[config.mk]
export PLATFORM = sky130hd
export DESIGN_NAME = mem_port_arbiter
export DESIGN_NICKNAME = d
export VERILOG_FILES = /design/src/rtl/mem_port_arbiter.sv
export SDC_FILE = /design/constraint.sdc
export NUM_CORES = 1
export LEC_CHECK = 0
export CORE_ASPECT_RATIO = 0.5
export CORE_UTILIZATION = 38
export CTS_BUF_LIST = sky130_fd_sc_hd__clkbuf_16
export DETAILED_ROUTE_END_ITERATION = 7
export PLACE_DENSITY = 0.87
export SLEW_MARGIN = 20
export SYNTH_ARGS = -nofsm -noshare
export SYNTH_HDL_FRONTEND = slang
export SYNTH_SLANG_ARGS = --single-unit
[constraint.sdc]
create_clock -name i_clk -period 2.3 [get_ports i_clk]
set_input_delay 0.345 -clock i_clk [delete_from_list [all_inputs] [get_ports i_clk]]
set_output_delay 0.345 -clock i_clk [all_outputs]
set_load 0.005 [all_outputs]
[src/rtl/mem_port_arbiter.sv]
// mem_port_arbiter: shares one memory-controller port between the instruction
// fetch requester (I) and the data requester (D). D normally has priority.
// A streak limit stops fetch from starving. Only one transaction is in flight
// at a time, and an access that hangs is completed with an error acknowledge.
module mem_port_arbiter #(
  parameter int D_MAX_STREAK   = 4,
  parameter int TIMEOUT_CYCLES = 255,
  parameter int TMO_W          = 8
) (
  input  logic        i_clk,
  input  logic        i_rst_n,
  input  logic        i_i_req,
  input  logic [31:0] i_i_addr,
  output logic [31:0] o_i_rdata,
  output logic        o_i_ack,
  output logic        o_i_err,
  input  logic        i_d_req,
  input  logic [31:0] i_d_addr,
  input  logic [31:0] i_d_wdata,
  input  logic [1:0]  i_d_width,
  input  logic        i_d_we,
  input  logic        i_d_zeroextend,
  output logic [31:0] o_d_rdata,
  output logic        o_d_ack,
  output logic        o_d_err,
  output logic        o_mem_req,
  output logic [31:0] o_mem_addr,
  output logic [31:0] o_mem_wdata,
  output logic [1:0]  o_mem_width,
  output logic        o_mem_we,
  output logic        o_mem_zeroextend,
  input  logic [31:0] i_mem_rdata,
  input  logic        i_mem_ack,
  output logic        o_busy
);

  localparam int STREAK_W = (D_MAX_STREAK < 1) ? 1 : $clog2(D_MAX_STREAK + 1);

  typedef enum logic {
    ST_IDLE = 1'b0,
    ST_BUSY = 1'b1
  } state_t;

  state_t              state_r;
  logic                owner_d_r;      // 1: data requester owns the port
  logic [STREAK_W-1:0] streak_r;       // D grants in a row while fetch waited
  logic [TMO_W-1:0]    tmo_cnt_r;
  logic                mem_req_r;
  logic [31:0]         mem_addr_r;
  logic [31:0]         mem_wdata_r;
  logic [1:0]          mem_width_r;
  logic                mem_we_r;
  logic                mem_zext_r;

  logic streak_full_s;
  logic d_wins_s;
  logic i_wins_s;
  logic tmo_hit_s;
  logic done_s;
  logic err_s;

  assign streak_full_s = (streak_r == STREAK_W'(D_MAX_STREAK));
  assign d_wins_s      = i_d_req && !(i_i_req && streak_full_s);
  assign i_wins_s      = !d_wins_s && i_i_req;
  assign tmo_hit_s     = (TIMEOUT_CYCLES != 0) && (tmo_cnt_r == TMO_W'(TIMEOUT_CYCLES - 1));

  // A transaction ends when memory acks or the timeout expires. A cycle with
  // reset asserted drops the transaction and gives no acknowledge.
  assign done_s = (state_r == ST_BUSY) && i_rst_n && (i_mem_ack || tmo_hit_s);
  assign err_s  = done_s && !i_mem_ack;

  assign o_mem_req        = mem_req_r;
  assign o_mem_addr       = mem_addr_r;
  assign o_mem_wdata      = mem_wdata_r;
  assign o_mem_width      = mem_width_r;
  assign o_mem_we         = mem_we_r;
  assign o_mem_zeroextend = mem_zext_r;
  assign o_busy           = (state_r == ST_BUSY);

  // Route the completion, in the same cycle, to whichever requester owns the port.
  always_comb begin
    o_i_ack   = 1'b0;
    o_i_err   = 1'b0;
    o_i_rdata = 32'h0000_0000;
    o_d_ack   = 1'b0;
    o_d_err   = 1'b0;
    o_d_rdata = 32'h0000_0000;
    if (done_s) begin
      if (owner_d_r) begin
        o_d_ack   = 1'b1;
        o_d_err   = err_s;
        o_d_rdata = err_s ? 32'h0000_0000 : i_mem_rdata;
      end else begin
        o_i_ack   = 1'b1;
        o_i_err   = err_s;
        o_i_rdata = err_s ? 32'h0000_0000 : i_mem_rdata;
      end
    end else begin
      o_i_ack = 1'b0;
      o_d_ack = 1'b0;
    end
  end

  // Control FSM: grant in IDLE, hold the port payload in BUSY, retire on ack or timeout.
  always_ff @(posedge i_clk) begin
    if (!i_rst_n) begin
      state_r     <= ST_IDLE;
      owner_d_r   <= 1'b0;
      streak_r    <= '0;
      tmo_cnt_r   <= '0;
      mem_req_r   <= 1'b0;
      mem_addr_r  <= 32'h0000_0000;
      mem_wdata_r <= 32'h0000_0000;
      mem_width_r <= 2'b00;
      mem_we_r    <= 1'b0;
      mem_zext_r  <= 1'b0;
    end else begin
      case (state_r)
        ST_IDLE: begin
          tmo_cnt_r <= '0;
          if (d_wins_s) begin
            state_r     <= ST_BUSY;
            owner_d_r   <= 1'b1;
            mem_req_r   <= 1'b1;
            mem_addr_r  <= i_d_addr;
            mem_wdata_r <= i_d_wdata;
            mem_width_r <= i_d_width;
            mem_we_r    <= i_d_we;
            mem_zext_r  <= i_d_zeroextend;
            if (i_i_req) begin
              streak_r <= streak_full_s ? streak_r : streak_r + STREAK_W'(1);
            end else begin
              streak_r <= '0;
            end
          end else if (i_wins_s) begin
            state_r     <= ST_BUSY;
            owner_d_r   <= 1'b0;
            mem_req_r   <= 1'b1;
            mem_addr_r  <= i_i_addr;
            mem_wdata_r <= 32'h0000_0000;
            mem_width_r <= 2'b10;
            mem_we_r    <= 1'b0;
            mem_zext_r  <= 1'b0;
            streak_r    <= '0;
          end else begin
            state_r   <= ST_IDLE;
            mem_req_r <= 1'b0;
          end
        end
        ST_BUSY: begin
          if (done_s) begin
            state_r   <= ST_IDLE;
            mem_req_r <= 1'b0;
            tmo_cnt_r <= '0;
          end else begin
            tmo_cnt_r <= tmo_cnt_r + TMO_W'(1);
          end
        end
        default: begin
          state_r   <= ST_IDLE;
          mem_req_r <= 1'b0;
          tmo_cnt_r <= '0;
        end
      endcase
    end
  end

endmodule
==> summary.md, run 1 <==
The run finished with clean final reports. Yosys instantiated no cell more often than sky130_fd_sc_hd__dfxtp_1. The tools report the root buffer cell as sky130_fd_sc_hd__clkbuf_16. Maximum number of pins on one net before global-route repair: 49.

Synthesis produced a netlist with a net count of 557. For met3 alone, demand over resource in global routing was 7.480%. The switching share of power was 24.68%. The tools report the origin of the worst min-delay path as o_mem_req. In this run the standard cell core region covers 9634 µm². The run gives 0 as the max capacitance violation total. Of all nets on the critical path, the largest fanout is 16.

The number of synthesized flops with an enable pin came out at 0. Number of CTS-inserted buffers: 9. The first global-routing pass estimated 22700 µm of wire. The area of the die was 10530 µm². The number of distinct standard cells referenced by the synthesized netlist is 40.

After global routing, the most crowded layer is met2. The clock network is responsible for 37.2% of the overall power. The chip height is 73.05 µm, and the total count of hold-check failures in the final report is 0. For this design the static power due to leakage is 2.943 nW. 275 I/O pins were placed. The post-synth design cell area is 3836 µm², and the flop and latch count out of synthesis is 82. The run gives 15640 µm as the wire length after detailed routing. The tools report the via count of the first global-routing pass as 4234.

Sorting the synthesized cells by how often they occur yields sky130_fd_sc_hd__dfxtp_1, sky130_fd_sc_hd__and2_1, sky130_fd_sc_hd__a211oi_1. In the post-synthesis netlist, the biggest area contributors are sky130_fd_sc_hd__dfxtp_1, sky130_fd_sc_hd__and2_1, sky130_fd_sc_hd__a211oi_1. The total count of max-transition violations in the final report is 0, and the DRC violation total after the first TritonRoute iteration is 208. The first TritonRoute pass finished after 5 iterations. The count of port buffers added during placement was 274; the internal power component was 0.003046 W. In this run, flip-flops and latches consume 39.6% of the power.

Endpoint required time on the critical path: 1.96 ns. For the worst flop-to-flop path, the logic depth is 6. For the worst setup path, the data arrival time is 1.91 ns. Of the cells placed in the final design, the portion with a size suffix greater than 1 is 10.10%. The die is 144.1 µm wide. The row count came out at 25.

The worst hold path class was reg2reg. Yosys printed 0 warnings. Total power divided by cell area: 557.8 nW/µm². Start point of the critical path: owner_d_r.

The number of setup violations in the final report was 0; the number of buffers added to fix hold violations after cts was 0. For the met1 demand-to-capacity share in global routing, the log shows 31.61%. The logs give 0 for the total global routing overflow and 4457 for the routed via count. The logs give 74.24% for the tightest slew margin relative to the limit and 829 for the final layout net count.

Routability-driven placement finished with a final weighted congestion of 0.8779. The worst setup path is launched from a flop. TritonCTS built the clock tree. Once detailed placement completed, the half-perimeter wirelength came to 10660 µm. For the depth of the CTS H-tree, the log shows 3. Static timing analysis puts the maximum clock frequency at 442.9 MHz. The count of cells in the finished layout, fillers not included, comes to 829. The startpoint identified for the worst register-to-register timing path is streak_r[0]. For flop-to-flop paths, the worst setup slack is 0.65 ns.

The routed design could run at a clock period as short as 2.258 ns. In the synthesized netlist the async set-or-reset flop fraction comes to 0%. Counting along the longest clock path gives a buffer depth of 2. The most critical setup path has its endpoint at o_d_rdata[11]. Summed over all nets, the switching power comes to 0.0009978 W. The worst setup path is captured at a primary output.

In this run, placement finished with an instance count of 808. At the pin with the least slew margin, the transition time is 0.3864 ns. The total clock sinks is 82, and the residual antenna-violating net count after detailed routing is 0. The DRC violation count after routing is 0. The synthesized area divided by synthesized cell count was 9.222 µm². Number of antenna violations at the first check in global routing: 1.

Sequential elements use 42.79% of the synthesized area. On the final layout, the worst clock skew is 0.006007 ns. The pre-CTS setup slack is -0.1062 ns. Flip-flop cell with the highest count after synthesis: sky130_fd_sc_hd__dfxtp_1. Dividing the final minimum period by the clock period gives 98.17%.

VDD sags by at most 0.4195 mV. Total power for the finished layout comes to 0.004043 W. The clock latency at the later pin of the worst-skew pair is 0.34 ns. The largest total area in the synthesized netlist belongs to sky130_fd_sc_hd__dfxtp_1. The top-area cell type share of the netlist area works out to 42.79%. The average routed wire per standard cell came out at 18.86 µm. Of the total power, combinational logic draws 23.3%. Synthesis produced a netlist whose cell count is 416. In the global route stage, overall resource usage came out at 28.37%.

Clock-pin slew was measured on the worst setup and hold paths at 0.06 ns. In the global route stage, met2 resource usage came out at 52.39%. The critical path in this run is classified as reg2out. The initial core utilization was 39.82%. The endpoint identified for the worst register-to-register timing path is o_mem_wdata[28].

The smallest setup slack after layout was 0.04209 ns. The ratio of routed vias to standard cells works out to 5.376. From synthesis to final layout, the design area changed by 88.98%.
## registers in the layout, summed over array words and instances (netlist names), 2 cells and up
register and cells:
o_mem_width 2, streak_r 3, o_mem_wdata 32, o_mem_addr 32
tmo_cnt_r 8
## kinds of logic after synthesis
kind of cell	after synthesis	share of synthesized area (%)
AO/OA/AOI/OAI	150	30.43
XOR/XNOR	3	0.6851
adder cells (fa/ha/maj)	4	1.305
buffers and inverters	45	6.034
flip-flops	82	42.79
AND/OR/NAND/NOR	132	18.75
## cell usage in the layout, fill, tap and decap left out, types with 3 or more instances in the layout
master | Yosys | layout
sky130_fd_sc_hd__a211oi_1 | 48 | 48
sky130_fd_sc_hd__a211oi_2 | 16 | 16
sky130_fd_sc_hd__a21oi_1 | 5 | 5
sky130_fd_sc_hd__a22o_1 | 35 | 35
sky130_fd_sc_hd__and2_1 | 66 | 66
sky130_fd_sc_hd__buf_12 | 0 | 5
sky130_fd_sc_hd__buf_4 | 1 | 18
sky130_fd_sc_hd__clkbuf_16 | 0 | 10
sky130_fd_sc_hd__clkdlybuf4s50_1 | 0 | 255
sky130_fd_sc_hd__clkinv_1 | 0 | 3
sky130_fd_sc_hd__dfxtp_1 | 82 | 78
sky130_fd_sc_hd__dfxtp_2 | 0 | 3
sky130_fd_sc_hd__dlymetal6s2s_1 | 0 | 18
sky130_fd_sc_hd__ha_1 | 4 | 3
sky130_fd_sc_hd__inv_1 | 6 | 5
sky130_fd_sc_hd__nand2_1 | 6 | 6
sky130_fd_sc_hd__nand3_1 | 5 | 4
sky130_fd_sc_hd__nor2_1 | 39 | 38
sky130_fd_sc_hd__o21ai_0 | 31 | 31
sky130_fd_sc_hd__o21ai_1 | 4 | 4
## layout make-up
cell class              instances  area, µm²
multi-input cells             289       2012
repair buffers                300       3085
diodes                          1      2.502
clock inverters                 7      83.83
well taps                     135      168.9
inverters                       6      22.52
fillers                       652       2385
flip-flops and latches         82       1649
clock buffers                   9      225.2
## worst min path at each step
stage / cells past startpoint / slack, ns / endpoint
2_1_floorplan: 2 / 0.45 / o_mem_req
3_3_place_gp: 2 / 0.45 / o_mem_req
3_5_place_dp: 2 / 0.46 / o_mem_req
4_1_cts: 2 / 0.47 / o_mem_req
5_1_grt: 1 / 0.49 / o_mem_wdata[27]
6_report: 2 / 0.47 / o_mem_req
## metal layers
metal	share of wire (%)	routed length, µm
met4	2.9	451
met2	52	8139
met5	0	0
met3	6.3	992
met1	39	6055
## power groups by stage
stage,clock network [W],registers (W),logic [W]
2_1_floorplan,0,0.00163,0.000310
3_3_place_gp,0,0.00162,0.000904
3_5_place_dp,0,0.00162,0.000918
4_1_cts,0.00151,0.00160,0.000937
5_1_grt,0.00160,0.00161,0.000999
6_report,0.00150,0.00160,0.000941
## stage by stage
stage          hold WS [ns]  TNS [ns]  util, %  cell area, µm²
5_1_grt              0.4948  -0.04442    75.25            7249
3_5_place_dp         0.4582    -1.721    70.36            6779
6_report             0.4661         0    75.25            7249
2_1_floorplan        0.4508         0        -            3836
3_3_place_gp         0.4470   -0.2096    70.36            6779
4_1_cts              0.4664  -0.07857    74.56            7183
## timing repair
action | CTS | global route
cloned | 2 | 0
setup buffers | 1 | 1
pin swaps | 2 | 1
gates resized for setup | 12 | 25
setup endpoints to repair | 66 | 51
## worst max-delay path, stage by stage, from the launching register on
cell	delay, ns
sky130_fd_sc_hd__dfxtp_4	0.39
sky130_fd_sc_hd__nand3_4	0.09
sky130_fd_sc_hd__nor2_4	0.20
sky130_fd_sc_hd__buf_6	0.14
sky130_fd_sc_hd__buf_16	0.12
sky130_fd_sc_hd__and2_1	0.13
sky130_fd_sc_hd__clkdlybuf4s50_1	0.51
Note: power is estimated with default switching activity, not from simulation.
==> run 2, diff against run 1 <==
Settings changed: CTS_CLUSTER_SIZE set to 14.
==> results of run 2 <==
The final DEF is identical to that of run 1; final timing and power are the same.
==> run 3, diff against run 2 <==
Settings changed: SLEW_MARGIN 20 to 10, TNS_END_PERCENT set to 50.
==> results of run 3 <==
The final DEF is identical to that of run 1; final timing and power are the same.
==> patch (flow settings as in run 3) <==
Reset style: asynchronous (`i_rst_n`), changed in one clocked block.
--- a/src/rtl/mem_port_arbiter.sv
+++ b/src/rtl/mem_port_arbiter.sv
@@ -102,7 +102,7 @@
   end
 
   // Control FSM: grant in IDLE, hold the port payload in BUSY, retire on ack or timeout.
-  always_ff @(posedge i_clk) begin
+  always_ff @(posedge i_clk or negedge i_rst_n) begin
     if (!i_rst_n) begin
       state_r     <= ST_IDLE;
       owner_d_r   <= 1'b0;
Function: differs if i_rst_n is asserted again (counterexample within 4 cycles, from zero or initial values and one cycle with i_rst_n low); with i_rst_n held inactive, the same outputs for 10 cycles.
==> patch against run 3 <==
Count of clock-buffer cells in the layout unchanged; critical path depth is 1 lower; utilization down 3.8 points; non-clock buffer count is 7 lower; sequential cell count unchanged; routed wire length decreased by 10%; area after synthesis increased by 4.9%; worst setup slack improved by 24 ps; cell count down 0.84%; cell area grew 0.98%.
Power is not compared: it rests on default switching activity, and its combinational part moved more than twofold at a synthesized area within 25%.
==> patch: results (changes against run 3) <==
Status
  – Outcome: completed

Placed design
  – DP Worst Slack: 35.41 ps (+141.6 ps)
  – DP Cell Count: 805 (-0.37%)
  – GP Congestion: 0.7989 (-9.0%)
  – Post-DP Area: 6929 µm² (+2.2%)

GRT
  – Gr usage total: 25.34% (-3.0 points)
  – First-pass GRT wire length: 21480 µm (-5.4%)
  – Largest net degree at the start of global routing: 81 (+65%)
  – Antenna violations before repair: 0 (-1)

Yosys
  – Top_reg_cell synth: dfrtp_1
  – Count of cell types in the netlist: 34 (-15%)
  – Synth area leaders: dfrtp_1 (51%), and2_1 (10%), a22o_1 (7.6%)
  – Register area share after synthesis: 51.00% (+8.2 points)
  – Synth Net Count: 548 (-1.6%)
  – Commonest cells post-synth: dfrtp_1 (82), and2_1 (64), nor2_1 (41), nand3_1 (36), o21ai_0 (36)
  – FFs w/ async S/R, synth: 100.0% (+100 points)
  – Post-Synthesis Cells: 407 (-2.2%)

Timing
  – Clk_skew: 7.196 ps (+1.188 ps)
  – Worst-margin pin slew: 1009 ps (+623.0 ps)

Cells and area
  – Final nets: 818 (-1.3%)
  – Antenna diodes: 0 (-1)

Clocking
  – # Post-CTS Setup Buffers: 0 (-1)

Routing
  – Final WL: 14080 µm (-10%)
  – Drt initial violations: 236 (+13%)
  – Wire per inst: 17.13 µm (-9.2%)

Hold path
  – Hold Path Class: input pin to asynchronous set/reset pin
## patch: cell families after synthesis
kind of cell / synth area share [%]
AO/OA/AOI/OAI: 19.59
AND/OR/NAND/NOR: 21.61
flip-flops: 51.00
buffers and inverters: 5.690
XOR/XNOR: 0.8708
adder cells (fa/ha/maj): 1.244
## patch: layout make-up
cell class | instances | area (µm²)
Timing Repair Buffer | 293 | 2977
Clock inverter | 7 | 85.08
Clock buffer | 9 | 225.2
Fill cell | 752 | 2927
Multi-Input combinational cell | 283 | 1775
Inverter | 8 | 30.03
Sequential cell | 82 | 2053
Tap cell | 140 | 175.2
## patch: per-layer routing
metal / global-route usage (%) / vias to the layer above / wire length [µm]
met5: 0 / - / 0
met3: 5.515 / 24 / 778
met1: 30.24 / 2066 / 5643
met4: 8.362 / 0 / 286
met2: 46.75 / 155 / 7370
li1: - / 1978 / -
## patch: report_power, final
part	switching [mW]	leakage [nW]	internal [mW]	total [mW]
sequential	0.396	0.999	2.10	2.50
clock	0.561	0.154	0.939	1.50
combinational	1.24	2.15	2.03	3.26
total	2.19	3.30	5.07	7.26
## patch: final timing paths
kind                                 from             end  slack [ps]  cells after the start
setup reg to reg              streak_r[0]  o_mem_wdata[5]         640                      6
setup / recovery             tmo_cnt_r[0]         o_d_ack          70                      5
max in group asynchronous         i_rst_n          o_busy        1300                      2
hold reg to reg            o_mem_wdata[2]  o_mem_wdata[2]         500                      1
min in group i_clk                i_rst_n    tmo_cnt_r[1]         470                      4
hold / removal                    i_rst_n          o_busy         330                      2
## patch: worst max-delay path: stages (launching register included)
cell	delay, ps
dfrtp_1	430
inv_1	80
ha_2	210
a41oi_2	140
nor2_1	160
clkdlybuf4s50_1	520
## patch: repair_timing
action | in CTS | in global routing
endpoints found under the hold margin | 2 | 0
hold buffers | 1 | 0
endpoints found under the setup margin | 23 | 51
gates resized for setup | 5 | 23
